File: src/rtl/alu_pkg.sv
// Shared opcode encodings, FSM state type and small helpers for the sequential ALU.
// The opcode values match the original combinational 6-bit ALU.
package alu_pkg;

    localparam logic [3:0] OP_XOR = 4'b0000;
    localparam logic [3:0] OP_SHR = 4'b0001;
    localparam logic [3:0] OP_SHL = 4'b0010;
    localparam logic [3:0] OP_ADD = 4'b1000;
    localparam logic [3:0] OP_SUB = 4'b1001;
    localparam logic [3:0] OP_MOD = 4'b1010;
    localparam logic [3:0] OP_MUL = 4'b1011;
    localparam logic [3:0] OP_DIV = 4'b1100;
    localparam logic [3:0] OP_NOT = 4'b1101;
    localparam logic [3:0] OP_AND = 4'b1110;
    localparam logic [3:0] OP_OR  = 4'b1111;

    typedef enum logic [1:0] {
        IDLE = 2'd0,
        BUSY = 2'd1,
        DONE = 2'd2
    } state_e;

    function automatic logic is_divide(input logic [3:0] op);
        return (op == OP_DIV) || (op == OP_MOD);
    endfunction

    function automatic logic is_iterative(input logic [3:0] op);
        return (op == OP_MUL) || is_divide(op);
    endfunction

    // Width of an iteration counter that has to reach w-1.
    function automatic int cnt_bits(input int w);
        return (w > 1) ? $clog2(w) : 1;
    endfunction

endpackage

File: src/rtl/alu_seq_muldiv.sv
// Iterative shift-add multiplier and restoring divider sharing one 2W accumulator.
// Results are presented combinationally during the final iteration so the caller can register them on that edge.
module alu_seq_muldiv
    import alu_pkg::*;
#(
    parameter int W = 6
) (
    input  logic             clk,
    input  logic             rst_n,
    input  logic             start_i,
    input  logic             is_div_i,
    input  logic [W-1:0]     a_i,
    input  logic [W-1:0]     b_i,
    output logic             done_o,
    output logic [W-1:0]     quotient_o,
    output logic [W-1:0]     remainder_o,
    output logic [2*W-1:0]   product_o
);

    localparam int            CW   = cnt_bits(W);
    localparam logic [CW-1:0] LAST = CW'(W - 1);

    logic              busy_q;
    logic              is_div_q;
    logic [CW-1:0]     cnt_q;
    logic [2*W-1:0]    acc_q;
    logic [W-1:0]      opnd_q;

    logic [W:0]        mul_sum;
    logic [2*W-1:0]    mul_next;
    logic [W:0]        rem_shift;
    logic [W-1:0]      rem_diff;
    logic              div_ge;
    logic [2*W-1:0]    div_next;
    logic [2*W-1:0]    acc_d;

    // MUL: acc = {partial product, remaining multiplier bits}, opnd = multiplicand.
    // DIV: acc = {partial remainder, dividend shifting into quotient}, opnd = divisor.
    always_comb begin
        // NOTE: every always_comb output gets a default first so no path can infer a latch.
        mul_sum   = '0;
        mul_next  = '0;
        rem_shift = '0;
        rem_diff  = '0;
        div_ge    = 1'b0;
        div_next  = '0;
        acc_d     = acc_q;

        mul_sum  = {1'b0, acc_q[2*W-1:W]} + {1'b0, (acc_q[0] ? opnd_q : {W{1'b0}})};
        mul_next = {mul_sum, acc_q[W-1:1]};

        rem_shift = {acc_q[2*W-1:W], acc_q[W-1]};
        div_ge    = (rem_shift >= {1'b0, opnd_q});
        // When div_ge holds the true difference is below the divisor, so W bits suffice.
        rem_diff  = rem_shift[W-1:0] - opnd_q;
        div_next  = {(div_ge ? rem_diff : rem_shift[W-1:0]), acc_q[W-2:0], div_ge};

        acc_d = is_div_q ? div_next : mul_next;
    end

    always_ff @(posedge clk or negedge rst_n) begin
        // NOTE: sequential state uses non-blocking assignments so all registers update together.
        if (!rst_n) begin
            busy_q   <= 1'b0;
            is_div_q <= 1'b0;
            cnt_q    <= '0;
            acc_q    <= '0;
            opnd_q   <= '0;
        end else if (start_i) begin
            busy_q   <= 1'b1;
            is_div_q <= is_div_i;
            cnt_q    <= '0;
            acc_q    <= is_div_i ? {{W{1'b0}}, a_i} : {{W{1'b0}}, b_i};
            opnd_q   <= is_div_i ? b_i : a_i;
        end else if (busy_q) begin
            acc_q <= acc_d;
            if (cnt_q == LAST) begin
                busy_q <= 1'b0;
                cnt_q  <= '0;
            end else begin
                cnt_q <= cnt_q + CW'(1);
            end
        end
    end

    assign done_o      = busy_q && (cnt_q == LAST);
    assign product_o   = mul_next;
    assign quotient_o  = div_next[W-1:0];
    assign remainder_o = div_next[2*W-1:W];

endmodule

File: src/rtl/alu_sequential.sv
// Multi-cycle ALU with valid/ready handshakes on both sides; single-cycle ops finish on the
// accept edge, MUL/DIV/MOD run W iterations in alu_seq_muldiv.
module alu_sequential
    import alu_pkg::*;
#(
    parameter int W = 6
) (
    input  logic             clk,
    input  logic             rst_n,
    input  logic             in_valid,
    output logic             in_ready,
    input  logic [3:0]       instruction,
    input  logic [W-1:0]     A,
    input  logic [W-1:0]     B,
    output logic             out_valid,
    input  logic             out_ready,
    output logic [2*W-1:0]   result,
    output logic             div_by_zero
);

    state_e            state_q, state_d;
    logic [3:0]        op_q, op_d;
    logic [W-1:0]      a_q, a_d;
    logic              b_zero_q, b_zero_d;
    logic [2*W-1:0]    result_q, result_d;
    logic              dbz_q, dbz_d;

    logic              md_start;
    logic              md_done;
    logic [W-1:0]      md_quotient;
    logic [W-1:0]      md_remainder;
    logic [2*W-1:0]    md_product;
    logic [2*W-1:0]    iter_result;

    function automatic logic [2*W-1:0] single_cycle(input logic [3:0] op,
                                                    input logic [W-1:0] a,
                                                    input logic [W-1:0] b);
        logic [2*W-1:0] ax;
        logic [2*W-1:0] bx;
        logic [W:0]     bw;
        ax = {{W{1'b0}}, a};
        bx = {{W{1'b0}}, b};
        bw = {1'b0, b};
        case (op)
            OP_ADD:  return ax + bx;
            OP_SUB:  return ax - bx;
            OP_NOT:  return {{W{1'b0}}, ~a};
            OP_AND:  return {{W{1'b0}}, a & b};
            OP_OR:   return {{W{1'b0}}, a | b};
            OP_XOR:  return {{W{1'b0}}, a ^ b};
            OP_SHL:  return (bw >= (W + 1)'(2 * W)) ? '0 : (ax << b);
            OP_SHR:  return (bw >= (W + 1)'(2 * W)) ? '0 : (ax >> b);
            default: return '0;
        endcase
    endfunction

    alu_seq_muldiv #(.W(W)) u_muldiv (
        .clk         (clk),
        .rst_n       (rst_n),
        .start_i     (md_start),
        .is_div_i    (is_divide(instruction)),
        .a_i         (A),
        .b_i         (B),
        .done_o      (md_done),
        .quotient_o  (md_quotient),
        .remainder_o (md_remainder),
        .product_o   (md_product)
    );

    // Divide-by-zero overrides the datapath: DIV saturates the low half, MOD passes A through.
    always_comb begin
        iter_result = md_product;
        if (op_q == OP_DIV) begin
            iter_result = {{W{1'b0}}, (b_zero_q ? {W{1'b1}} : md_quotient)};
        end else if (op_q == OP_MOD) begin
            iter_result = {{W{1'b0}}, (b_zero_q ? a_q : md_remainder)};
        end
    end

    always_comb begin
        state_d  = state_q;
        op_d     = op_q;
        a_d      = a_q;
        b_zero_d = b_zero_q;
        result_d = result_q;
        dbz_d    = dbz_q;
        md_start = 1'b0;

        case (state_q)
            IDLE: begin
                if (in_valid) begin
                    op_d     = instruction;
                    a_d      = A;
                    b_zero_d = (B == '0);
                    if (is_iterative(instruction)) begin
                        md_start = 1'b1;
                        state_d  = BUSY;
                    end else begin
                        result_d = single_cycle(instruction, A, B);
                        dbz_d    = 1'b0;
                        state_d  = DONE;
                    end
                end
            end
            BUSY: begin
                if (md_done) begin
                    result_d = iter_result;
                    dbz_d    = b_zero_q && is_divide(op_q);
                    state_d  = DONE;
                end
            end
            DONE: begin
                if (out_ready) begin
                    state_d = IDLE;
                end
            end
            default: state_d = IDLE;
        endcase
    end

    always_ff @(posedge clk or negedge rst_n) begin
        if (!rst_n) begin
            state_q  <= IDLE;
            op_q     <= '0;
            a_q      <= '0;
            b_zero_q <= 1'b0;
            result_q <= '0;
            dbz_q    <= 1'b0;
        end else begin
            state_q  <= state_d;
            op_q     <= op_d;
            a_q      <= a_d;
            b_zero_q <= b_zero_d;
            result_q <= result_d;
            dbz_q    <= dbz_d;
        end
    end

    assign in_ready    = (state_q == IDLE);
    assign out_valid   = (state_q == DONE);
    assign result      = result_q;
    assign div_by_zero = dbz_q;

endmodule

File: config.mk
export PLATFORM = sky130hd
export DESIGN_NAME = alu_sequential
export DESIGN_NICKNAME = d
export VERILOG_FILES = /design/src/rtl/alu_pkg.sv /design/src/rtl/alu_seq_muldiv.sv /design/src/rtl/alu_sequential.sv
export SDC_FILE = /design/constraint.sdc
export NUM_CORES = 1
export LEC_CHECK = 0
export CAP_MARGIN = 0
export CORE_MARGIN = 3
export CORE_UTILIZATION = 50
export DETAILED_ROUTE_END_ITERATION = 12
export PLACE_DENSITY_LB_ADDON = 0.08
export SYNTH_ARGS = -nofsm -noshare
export SYNTH_HDL_FRONTEND = slang
export SYNTH_SLANG_ARGS = --single-unit
File: constraint.sdc
create_clock -name clk -period 7.3 [get_ports clk]
set_input_delay 0.73 -clock clk [delete_from_list [all_inputs] [get_ports clk]]
set_output_delay 0.73 -clock clk [all_outputs]
set_load 0.005 [all_outputs]
==> run summary <==
========================================================================================
Status                                                                      finished, final reports clean
Remaining antenna violation count after routing                                        0
Final min period                                                                 3.77 ns
Final hold violation count                                                             0
Mux contribution to synthesized area                                               5.90%
Die Outline Area                                                               10800 um2
Flops & latches, synth                                                                49
Placed wire-length estimate after detailed placement                            11500 um
Global-route wire length before repair                                          24400 um
DR vias                                                                             4825
Total count of max-transition violations in the final report                           0
Fin area                                                                        5310 um2
Category of the critical setup timing path                                  input port to register
Syn. warnings                                                                          0
Share of Yosys cell area claimed by the top area cell type                         25.5%
Largest clock skew in the final design                                        0.00638 ns
H-tree depth reported by CTS                                                           2
Hold-fix buffer count after cts                                                        0
Reg2Reg Capture Point                                                          result[2]
Clock tree root buffer cell                                                     clkbuf_8
Synth Area in Adders                                                               9.98%
Worst-case clock buffer depth                                                          2
Worst hold path startpoint                                                       op_q[3]
Slew headroom                                                                      23.1%
Ports                                                                                 35
Filler cell count                                                                    939
Die extent in x                                                                   104 um
Initial Utilization                                                                51.8%
CTS tree                                                                             yes
Cell taking the most area after synthesis                                        dfrtp_1
Share of layout cells above drive strength 1                                       4.25%
Post-synthesis sequential area ratio                                               25.5%
Arrival time at the worst endpoint                                               3.93 ns
Largest fanout of any net on the critical path                                        14
Total global routing overflow                                                          0
Worst setup EP type                                                             register
EDFF count, synth                                                                      0
Terminating pin of the worst hold path                                           op_q[3]
Pin count of the biggest net entering global routing                                  50
DRC errors left                                                                        0
RSZ-0062 raised after global routing                                                  no
Cells taking the most area after synthesis                                  dfrtp_1, ha_1, o21ai_0
Combinational family with the most area after synthesis                     compound AO/OA/AOI/OAI gates
Clock Latency Late Sink                                                          0.30 ns
Logic depth of the worst register-to-register path                                     7
Routed wire per std cell                                                         20.1 um
Detailed Route WL                                                               15400 um
Count of final setup violators                                                         0
Initial antenna violation count                                                        0
Vias in the first global route                                                      4450
XOR/XNOR share of the synthesized area                                             1.46%
Post-route setup TNS                                                                0 ns
Number of instances in the synthesized netlist                                       627
Number of rows created at floorplan                                                   35
Number of maximum-capacitance constraint violations                                    0
Final layout net count                                                               691
DR pass1 iterations                                                                    5
Global-route usage over all layers                                                 28.2%
Share of synthesized flip-flops with an asynchronous set or reset                   100%
Multi-input gate area in the final layout                                       3310 um2
Fmax                                                                             265 MHz
CTS sink count                                                                        49
Number of nets in the synthesized netlist                                            683
Register Area                                                                   1230 um2
Most common flop cell mapped by yosys                                            dfrtp_1
Post-placement cell area                                                        5190 um2
Area growth from synthesis to layout                                               10.3%
VDD IR-drop max                                                                   164 uV
Final RePlAce weighted congestion                                                  0.920
CP required                                                                      7.45 ns
Hold crit path type                                                         register to register
Setup slack, reg-to-reg                                                          4.42 ns
Die boundary height                                                               104 um
Fraction of the mapped netlist area in compound gates                              27.3%
Count of routing violations after the opening detailed-route iteration               396
Core area                                                                       9280 um2
Number of buffers inserted to repair setup after CTS                                   0
Final hold slack                                                                0.479 ns
Count of instances resized after the clock tree is built                               0
Port Buffers                                                                          34
Portion of the clock cycle consumed by the worst path in the final layout          51.7%
Synthesized-area fraction occupied by and/or/nand/nor cells                        24.2%
Slew at the pin closest to its max-slew limit                                    1.15 ns
Number of antenna repair diodes                                                        0
Kind of start point of the critical path                                      input port
Library cell with the highest instance count after synthesis                     nand2_1
Total clock buffers created by CTS                                                     5
Power density over the cells                                                  356 nW/um2
Mean instance size in the synthesized netlist                                   7.68 um2
Reg2Reg Launch Point                                                        u_muldiv.acc_q[10]
Area of the mapped netlist                                                      4810 um2
WHS Path Cells                                                                         2
Post-detailed-route via-to-cell ratio                                               6.31
Top cell types by occurrence after synthesis                                nand2_1, o21ai_0, nor2_1
Post-synthesis cell type count                                                        73
Clk slew on worst S/H paths                                                      0.09 ns
LEAKAGE                                                                          2.28 nW
========================================================================================
[metrics by stage]
| stage | instances | setup slack (ns) | util (%) | total power, W |
|---|---|---|---|---|
| finish | 765 | 3.53 | 57.2 | 0.00189 |
| detailed placement | 757 | 3.41 | 55.9 | 0.00167 |
| global route | 765 | 3.51 | 57.2 | 0.00205 |
| floorplan | 627 | 4.64 | - | 0.00131 |
| global placement | 757 | 3.40 | 55.9 | 0.00164 |
| CTS | 765 | 3.74 | 57.2 | 0.00188 |
[power by group]
part / switching (W) / leakage (nW) / total, W / internal [W]
clock network: 0.0000933 / 0.0585 / 0.000205 / 0.000112
registers: 0.000152 / 0.605 / 0.000547 / 0.000395
logic: 0.000641 / 1.61 / 0.00114 / 0.000495
[registers in the layout (all words and copies together), names as in the netlist]
signal and count:
u_muldiv.cnt_q 3, a_q 6, u_muldiv.busy_q 1, u_muldiv.is_div_q 1
state_q 2, b_zero_q 1, result 12, div_by_zero 1
u_muldiv.opnd_q 6, u_muldiv.acc_q 12, op_q 4
[routing by layer]
| metal | track usage, % | wire, um | vias to the layer above |
|---|---|---|---|
| met5 | 0 | 0 | - |
| li1 | - | - | 2296 |
| met1 | 40.9 | 6770 | 2266 |
| met4 | 11.5 | 603 | 0 |
| met3 | 2.30 | 1140 | 36 |
| met2 | 43.3 | 6870 | 227 |
[kinds of logic (layout without fill, tap and decap cells)]
group | count (synthesis) | after routing
simple gates | 229 | 229
mux | 26 | 26
xor+xnor | 8 | 8
flops | 49 | 49
fa+ha+maj | 36 | 36
compound gates | 209 | 209
buf+inv | 70 | 79
[worst max-delay path by stage]
stage               startpoint   endpoint  slack (ns)  cells after the start
floorplan                 B[2]  result[2]        4.64                      9
global placement          B[2]  result[4]        3.40                      9
detailed placement        B[2]  result[4]        3.41                      9
CTS                       B[2]  result[4]        3.74                      9
global route              B[2]  result[4]        3.51                      9
finish                    B[2]  result[4]        3.53                      9
[area by class of cell]
cell class,instances,share of cell area [%]
inverters,32,2.26
flip-flops and latches,49,23.1
well taps,129,3.04
multi-input cells,508,62.4
clock buffers,7,1.63
repair buffers,39,7.02
clock inverters,1,0.566
[critical path, cell delays in order]
cell and delay, ns:
clkdlybuf4s50_1 0.82, inv_1 0.39, ha_1 0.46, a21o_1 0.21, a21oi_1 0.28, mux2i_1 0.23, nand4_1 0.13, a211oi_1 0.50
o22ai_1 0.16
[placed cells by master, fill, tap and decap left out, drive strengths merged, types with 3 or more instances in the layout]
cell,synthesis,layout
o31ai,3,3
a21o,6,6
nor3,11,11
a21boi,3,3
o21ai,71,71
xnor2,4,4
clkdlybuf4s50,0,33
and3b,3,3
nor3b,8,8
nand4,6,6
nand2,75,75
ha,32,32
or4b,4,4
nor2,50,50
fa,4,4
o2bb2ai,3,3
a22o,3,3
inv,32,32
nor2b,12,12
a31oi,8,8
a41oi,3,3
dfrtp,49,49
a211oi,8,8
mux2i,19,19
and3,6,6
o211ai,11,11
nor4,5,5
o211a,4,4
buf,7,6
and2,11,11
xor2,4,4
nand2b,15,15
clkbuf,31,7
mux2,6,6
o41ai,3,3
nand3,11,11
o22ai,7,7
a21oi,48,48
(Power assumes the default switching activity.)
